`src/rtl/gpio_port.sv`:
```
// gpio_port: memory-mapped GPIO with per-pin direction, atomic set/clear/toggle,
// synchronised inputs and optional edge-triggered interrupt status.
// Optional feature macro: GPIO_PORT_IRQ_EN (defined = IRQ_EN, IRQ_RISE, STATUS,
// edge detector and irq present; undefined = addresses 0x6-0x8 read 0, irq = 0).
module gpio_port #(
  parameter int WIDTH       = 8,
  parameter int SYNC_STAGES = 2
) (
  input  logic             clk,
  input  logic             rst,
  input  logic             io_en,
  input  logic             we,
  input  logic [3:0]       addr,
  input  logic [31:0]      data_out,
  output logic [31:0]      data_in,
  output logic             rvalid,
  input  logic [WIDTH-1:0] gpio_in,
  output logic [WIDTH-1:0] gpio_out,
  output logic [WIDTH-1:0] gpio_oe,
  output logic             irq
);

  localparam logic [3:0] ADDR_OUT = 4'h0;
  localparam logic [3:0] ADDR_DIR = 4'h1;
  localparam logic [3:0] ADDR_IN  = 4'h2;
  localparam logic [3:0] ADDR_SET = 4'h3;
  localparam logic [3:0] ADDR_CLR = 4'h4;
  localparam logic [3:0] ADDR_TGL = 4'h5;
`ifdef GPIO_PORT_IRQ_EN
  localparam logic [3:0] ADDR_IRQ_EN   = 4'h6;
  localparam logic [3:0] ADDR_IRQ_RISE = 4'h7;
  localparam logic [3:0] ADDR_STATUS   = 4'h8;
`endif

  logic             wr_acc;
  logic             rd_acc;
  logic [WIDTH-1:0] wdata;
  logic [WIDTH-1:0] out_q;
  logic [WIDTH-1:0] dir_q;
  logic [WIDTH-1:0] sync_q [SYNC_STAGES];
  logic [WIDTH-1:0] in_val;
  logic [WIDTH-1:0] rd_val;
  logic             unused_data;

  assign wr_acc = io_en & we;
  assign rd_acc = io_en & ~we;
  assign wdata  = data_out[WIDTH-1:0];
  assign in_val = sync_q[SYNC_STAGES-1];

  // Upper write-data bits beyond WIDTH are intentionally dropped.
  assign unused_data = ^data_out;

  assign gpio_out = out_q;
  assign gpio_oe  = dir_q;

  // Input synchroniser chain; the last stage is the IN register.
  always_ff @(posedge clk or negedge rst) begin
    if (!rst) begin
      for (int i = 0; i < SYNC_STAGES; i++) sync_q[i] <= '0;
    end else begin
      sync_q[0] <= gpio_in;
      for (int i = 1; i < SYNC_STAGES; i++) sync_q[i] <= sync_q[i-1];
    end
  end

  // Output register with direct write and atomic set/clear/toggle.
  always_ff @(posedge clk or negedge rst) begin
    if (!rst) begin
      out_q <= '0;
    end else if (wr_acc) begin
      case (addr)
        ADDR_OUT: out_q <= wdata;
        ADDR_SET: out_q <= out_q | wdata;
        ADDR_CLR: out_q <= out_q & ~wdata;
        ADDR_TGL: out_q <= out_q ^ wdata;
        default:  out_q <= out_q;
      endcase
    end
  end

  // Direction register; drives the pin output enables directly.
  always_ff @(posedge clk or negedge rst) begin
    if (!rst) begin
      dir_q <= '0;
    end else if (wr_acc && addr == ADDR_DIR) begin
      dir_q <= wdata;
    end
  end

`ifdef GPIO_PORT_IRQ_EN
  logic [WIDTH-1:0] irq_en_q;
  logic [WIDTH-1:0] irq_rise_q;
  logic [WIDTH-1:0] status_q;
  logic [WIDTH-1:0] prev_q;
  logic [WIDTH-1:0] edge_hit;
  logic [WIDTH-1:0] w1c;

  assign edge_hit = irq_en_q & ((irq_rise_q & in_val & ~prev_q) |
                                (~irq_rise_q & ~in_val & prev_q));
  assign w1c      = (wr_acc && addr == ADDR_STATUS) ? wdata : '0;

  // irq is a pure function of flops, so it only changes right after clk edges.
  assign irq = |(status_q & irq_en_q);

  // Interrupt configuration registers; IRQ_RISE resets to rising-edge on all pins.
  always_ff @(posedge clk or negedge rst) begin
    if (!rst) begin
      irq_en_q   <= '0;
      irq_rise_q <= '1;
    end else if (wr_acc) begin
      if (addr == ADDR_IRQ_EN)   irq_en_q   <= wdata;
      if (addr == ADDR_IRQ_RISE) irq_rise_q <= wdata;
    end
  end

  // Edge history and sticky status; a new edge beats a same-cycle W1C.
  always_ff @(posedge clk or negedge rst) begin
    if (!rst) begin
      prev_q   <= '0;
      status_q <= '0;
    end else begin
      prev_q   <= in_val;
      status_q <= (status_q & ~w1c) | edge_hit;
    end
  end
`else
  assign irq = 1'b0;
`endif

  // Read mux; write-only and unmapped locations return zero.
  always_comb begin
    rd_val = '0;
    case (addr)
      ADDR_OUT: rd_val = out_q;
      ADDR_DIR: rd_val = dir_q;
      ADDR_IN:  rd_val = in_val;
`ifdef GPIO_PORT_IRQ_EN
      ADDR_IRQ_EN:   rd_val = irq_en_q;
      ADDR_IRQ_RISE: rd_val = irq_rise_q;
      ADDR_STATUS:   rd_val = status_q;
`endif
      default:  rd_val = '0;
    endcase
  end

  // Registered read port: data captured on the access edge, rvalid one cycle later.
  always_ff @(posedge clk or negedge rst) begin
    if (!rst) begin
      data_in <= '0;
      rvalid  <= 1'b0;
    end else begin
      rvalid <= rd_acc;
      if (rd_acc) data_in <= 32'(rd_val);
    end
  end

endmodule

```
`config.mk`:
```
export PLATFORM = sky130hd
export DESIGN_NAME = gpio_port
export DESIGN_NICKNAME = d
export VERILOG_FILES = /design/src/rtl/gpio_port.sv
export SDC_FILE = /design/constraint.sdc
export NUM_CORES = 1
export LEC_CHECK = 0
export ABC_AREA = 1
export CAP_MARGIN = 25
export CORE_ASPECT_RATIO = 1.4
export CORE_UTILIZATION = 39
export DETAILED_ROUTE_END_ITERATION = 7
export GPL_ROUTABILITY_DRIVEN = 1
export PLACE_DENSITY = 0.75
export SYNTH_ARGS = -nofsm -noshare
export SYNTH_HDL_FRONTEND = slang
export SYNTH_SLANG_ARGS = --single-unit
```
`constraint.sdc`:
```
create_clock -name clk -period 1.05 [get_ports clk]
set_clock_uncertainty 0.05 [all_clocks]
set_input_delay 0.21 -clock clk [delete_from_list [all_inputs] [get_ports clk]]
set_output_delay 0.21 -clock clk [all_outputs]
set_load 0.02 [all_outputs]
```
==> impl_metrics.toml, run 1 <==
[sta]
setup_viol = 40
hold_violations = 0
rsz0062_at_grt = "yes"
setup_ws_ps = -256.2
slew_violations = 0
tns_ps = -3328
max_freq_mhz = 765.6
fin_hold_ws_ps = 292.2
fin_crit_sh_pct = 124.4
fin_crit_ps = 1306

[route]
wire_per_inst_um = 14.29
vias = 2286
drt_iter0_drc = 105
routed_via_density = 4.937
ant_nets = 0
drcViolationCount = 0
wl_mm = 6.614
first_pass_iters = 4

[synth]
netlist_instances = 272
yosys_warnings = 0
yosys.cell_types.count = 22
synth_seq_area_share_pct = 43.11
synth_top_area_share_pct = 43.11
netlist_area_um2 = 2380
synthTopCellsByArea = "dfrtp_1 43%, nand2_1 9.3%, ha_1 8.4%"
yosysTopAreaCell = "dfrtp_1"
synth-seq-cells = 41
syn_avg_cell_area_um2 = 8.749

[clock_tree]
htree_levels = 2
clockBufferDepth = 2
numCtsBuffers = 5
cts_root_buf = "clkbuf_8"
tritoncts = "done"
clk_pin_slew_ps = 100
clk_latency_ps = 310
cts.sinks = 41

[critical_path]
start_kind = "flop"
max_stage_delay_ps = 440
crit_buf_inv = 3
slowest_stage = "dfrtp_2"
crit_family = "flip-flops"
path_class = "reg2reg"
crit_chain = "buf_6 > inv_4 > ha_4 > inv_1 > nand3_1 > nand4_1 > nand2_1 > nand2_1"
critPathRequiredTime_ps = 1210
cpMostUsedCell = "nand2_1"
endpoint_kind = "flop"
path_max_fanout = 3
crit_arrival_ps = 1470

[final_layout]
antennaDiodeCount = 0
drive_gt1_share_pct = 45.29
synthToLayoutAreaGrowth_pct = 61.30
final_nets = 456
utilization_pct = 65.47

[global_route]
first_global_vias = 2381
antenna_found_initial = 0
grt_pass1_wl_mm = 10.49
grt.total_usage_pct = 22.17
grt_max_degree = 42
grt_overflow_total = 0

[outcome]
violations = "negative setup slack"
status = "finished, violations left"

[die]
die-area_um2 = 6423
pin_count = 98
row_count = 33
core-area_um2 = 5863
die_h_um = 94.43
die_w_um = 68.02
initial_core_util_pct = 40.59

[pwr]
p_total_mw = 5.364
cellPowerDensity_nw_per_um2 = 1397
peakVddDrop_mv = 0.9184
p_leak_nw = 1.847

[placed_design]
port_buffers = 48
dp_hpwl_mm = 4.347
gp_congestion = 0.8261

[job]
max_cap_viol_count = 0

[min_path]
worstHoldPathType = "in2reg"
-- cells in the mapped netlist --
cell / number
nand2_4: 2
buf_6: 5
dfrtp_1: 41
nand3_4: 1
inv_2: 2
o21ai_0: 7
conb_1: 1
buf_4: 26
o211ai_1: 8
ha_1: 16
nor2_1: 14
nand3_1: 32
nor2_8: 1
o21ai_1: 1
nand4_1: 16
nor2_4: 3
buf_2: 2
nand2_1: 59
nand2_2: 2
nand3_2: 1
inv_1: 28
nor2_2: 4
-- through the flow --
| step | cells | setup WS, ps | instance area (um^2) |
|---|---|---|---|
| 3_5_place_dp | 435 | -866.8 | 3379 |
| 6_report | 463 | -256.2 | 3839 |
| 2_1_floorplan | 296 | -41.06 | 2626 |
| 5_1_grt | 463 | -273.1 | 3839 |
| 4_1_cts | 458 | -173.6 | 3771 |
| 3_3_place_gp | 435 | -727.5 | 3379 |
-- cell type report --
cell class / count / area [um^2]
flip-flops and latches: 41 / 1036
well taps: 70 / 87.58
fillers: 454 / 2024
repair buffers: 121 / 1194
clock buffers: 5 / 68.82
clock inverters: 3 / 25.02
inverters: 30 / 135.1
multi-input cells: 193 / 1292
-- layer usage --
| layer | global-route usage (%) | vias up | share of wire (%) |
|---|---|---|---|
| met5 | 0 | - | 0 |
| met4 | 10.24 | 0 | 3.4 |
| met2 | 40.20 | 84 | 56 |
| met1 | 24.50 | 1105 | 37 |
| met3 | 3.140 | 19 | 3.8 |
| li1 | - | 1078 | - |
-- power breakdown --
group / internal [mW] / switching (mW) / leakage [nW]
Sequential: 1.78 / 0.144 / 0.504
Combinational: 1.21 / 1.11 / 1.30
Clock: 0.481 / 0.636 / 0.0447
-- cell families (layout without fill, tap and decap cells) --
group,count (synthesis),count (layout),share of synthesized area [%]
adders and majority gates,16,16,8.412
and+or+nand+nor,135,136,28.39
other,1,25,0.1576
AOI/OAI and AO/OA,16,16,4.206
buffers and inverters,63,159,15.72
DFF,41,41,43.11
-- placed cells by master (no fill, tap or decap), drive strengths merged --
master	instances
dlygate4sd3	1
nand3	35
ha	16
o211ai	8
inv	31
nand2	63
clkinv	1
conb	25
clkbuf	5
dfrtp	41
clkinvlp	1
buf	102
dlygate4sd2	2
nand4	16
clkdlybuf4s50	16
nor2	22
o21ai	8
-- final timing paths --
path	start	to	slack, ps	cells past startpoint
worst max register to register	gpio_out[2]	gpio_out[2]	-260	8
min in group asynchronous	rst	gpio_oe[4]	350	3
worst max-delay path	gpio_out[2]	gpio_out[2]	-260	8
max in group asynchronous	rst	gpio_out[6]	370	3
worst min register to register	sync_q[14]	in_val[6]	300	0
worst min-delay path	gpio_in[7]	sync_q[15]	290	1
-- flip-flops by register name (all words and copies together), names as in the netlist --
| name | cells |
|---|---|
| data_in | 8 |
| gpio_oe | 8 |
| gpio_out | 8 |
| in_val | 8 |
| sync_q | 8 |
| rvalid | 1 |
-- what timing repair did --
action,CTS,global route
gates cloned,1,0
gates resized for setup,195,29
pin swaps,34,22
endpoints found under the setup margin,49,48
hold endpoints to repair,41,0
hold buffers,1,0
buffers inserted,15,8
No activity file was read; power rests on OpenSTA's default activity.
==> inputs of run 2 (changes only) <==
--- a/config.mk
+++ b/config.mk
@@ -7,7 +7,7 @@
 export LEC_CHECK = 0
 export ABC_AREA = 1
 export CAP_MARGIN = 25
-export CORE_ASPECT_RATIO = 1.4
+export CORE_ASPECT_RATIO = 0.7
 export CORE_UTILIZATION = 39
 export DETAILED_ROUTE_END_ITERATION = 7
 export GPL_ROUTABILITY_DRIVEN = 1
==> run 2 against run 1 <==
  * The run still ends with negative setup slack left
  * Power is 4.1% lower
  * Die area barely moved
  * Count of clock-buffer cells in the layout increased by 1
  * Combinational power decreased by 7%
  * Critical path depth is 1 lower
  * Hold slack worse by 1.0 ps
  * Wire length shrank 4.8%
  * Sequential share of layout area up 0.89 points
  * First-iteration DRC count rose by 4.8%
  * Fmax increased by 7.3%
  * Non-clock buffer count decreased by 11
  * Largest power group unchanged
==> impl_metrics.toml, run 2 (same netlist as run 1, synthesis figures left out) <==
[route]
drt_iter0_drc = 110
drcViolationCount = 0
ant_nets = 0
first_pass_iters = 4
wl_mm = 6.294
vias = 2236
routed_via_density = 4.893
wire_per_inst_um = 13.77

[final_layout]
multi_input_area_um2 = 1284
synthToLayoutAreaGrowth_pct = 56.15
register_area_um2 = 1036
antennaDiodeCount = 0
utilization_pct = 63.93
design_area_um2 = 3716
final_common_cell = "nand2_1"
layout_common_cells = "57 x nand2_1, 43 x buf_6, 37 x buf_4, 33 x dfrtp_1, 25 x conb_1"
drive_gt1_share_pct = 42.41
fillers = 490
final_nets = 445

[sta]
fin_hold_ws_ps = 291.2
setup_viol = 38
fin_crit_ps = 1217
slew_violations = 0
rsz0062_at_grt = "yes"
fin_crit_sh_pct = 115.9
max_freq_mhz = 821.8
setup_ws_ps = -166.8
hold_violations = 0
tns_ps = -2776

[clock_tree]
clk_latency_ps = 300
htree_levels = 2
clk_pin_slew_ps = 80
clockBufferDepth = 2
cts_root_buf = "clkbuf_8"
cts.sinks = 41
tritoncts = "done"
numCtsBuffers = 5

[outcome]
status = "finished, violations left"
violations = "negative setup slack"

[min_path]
worstHoldStart = "gpio_in[4]"
min_delay_worst_endpoint = "sync_q[12]"
hold_depth = 1
worstHoldPathType = "in2reg"

[critical_path]
crit_start = "gpio_out[5]"
rr_startpoint = "gpio_out[5]"
path_max_fanout = 3
start_kind = "flop"
crit_arrival_ps = 1370
endpoint_kind = "flop"
slowest_stage = "dfrtp_2"
crit_buf_inv = 2
r2r_end = "gpio_out[5]"
cpMostUsedCell = "nand2_1"
path_class = "reg2reg"
reg2regPathDepth = 7
max_stage_delay_ps = 430
crit_family = "flip-flops"
critPathRequiredTime_ps = 1200
regToRegSetupSlack_ps = -170
crit_chain = "buf_6 > inv_4 > ha_4 > nand3_2 > nand4_1 > nand2_1 > nand2_1"

[die]
core-area_um2 = 5813
pin_count = 98
die_h_um = 67.36
row_count = 23
die-area_um2 = 6423
die_w_um = 95.37
initial_core_util_pct = 40.94

[job]
max_cap_viol_count = 0

[placed_design]
dp_hpwl_mm = 4.337
gp_congestion = 0.8365
port_buffers = 48
place_area_um2 = 3346

[pwr]
p_total_mw = 5.144
cellPowerDensity_nw_per_um2 = 1384
peakVddDrop_mv = 0.5817
p_leak_nw = 1.773

[global_route]
grt_overflow_total = 0
grt_max_degree = 42
grt.total_usage_pct = 21.24
grt_pass1_wl_mm = 10.09
antenna_found_initial = 0
first_global_vias = 2139
==> run 2: worst reg2reg max path, delay by kind of cell (launching register included) <==
kind	cells	cell delay [ps]
DFF	1	430
and+or+nand+nor	4	260
adders and majority gates	1	190
buffers and inverters	2	180
==> run 2: power by group <==
part / leakage (nW) / internal [mW] / switching [mW] / total (mW)
Sequential: 0.504 / 1.78 / 0.143 / 1.92
Clock: 0.0374 / 0.469 / 0.588 / 1.06
Combinational: 1.23 / 1.10 / 1.06 / 2.16
==> run 2: metrics by stage <==
stage	setup WS, ps	instances
5_1_grt	-222.1	457
3_3_place_gp	-695.2	438
6_report	-166.8	457
3_5_place_dp	-766.0	438
2_1_floorplan	-41.06	296
4_1_cts	-151.0	454
==> run 2: worst max-delay path by stage <==
stage	to	slack, ps	cells after the start
2_1_floorplan	gpio_out[1]	-40	6
3_3_place_gp	gpio_out[3]	-700	8
3_5_place_dp	gpio_out[6]	-770	7
4_1_cts	gpio_out[2]	-150	7
5_1_grt	gpio_out[1]	-220	7
6_report	gpio_out[5]	-170	7
==> run 2: metal layers <==
layer  up-vias  part of all wire, %  track usage [%]
li1       1056                    -                -
met1      1089                   42            26.48
met2        77                   51            35.63
met3        14                  5.6            4.392
met4         0                  1.8            9.848
met5         -                    0                0
==> run 2: final cells by class <==
type	count	share of cell area [%]
Clock buffer	6	1.953
Clock inverter	2	0.4040
Inverter	30	3.636
Multi-Input combinational cell	193	34.55
Sequential cell	41	27.88
Tap cell	75	2.525
Timing Repair Buffer	110	29.06
==> run 2: timing repair <==
action / CTS / global route
cloned: 1 / 1
endpoints found under the setup margin: 49 / 49
hold buffers: 1 / 0
gates resized for setup: 193 / 30
pin swaps: 30 / 24
setup buffers: 12 / 5
endpoints found under the hold margin: 41 / 0
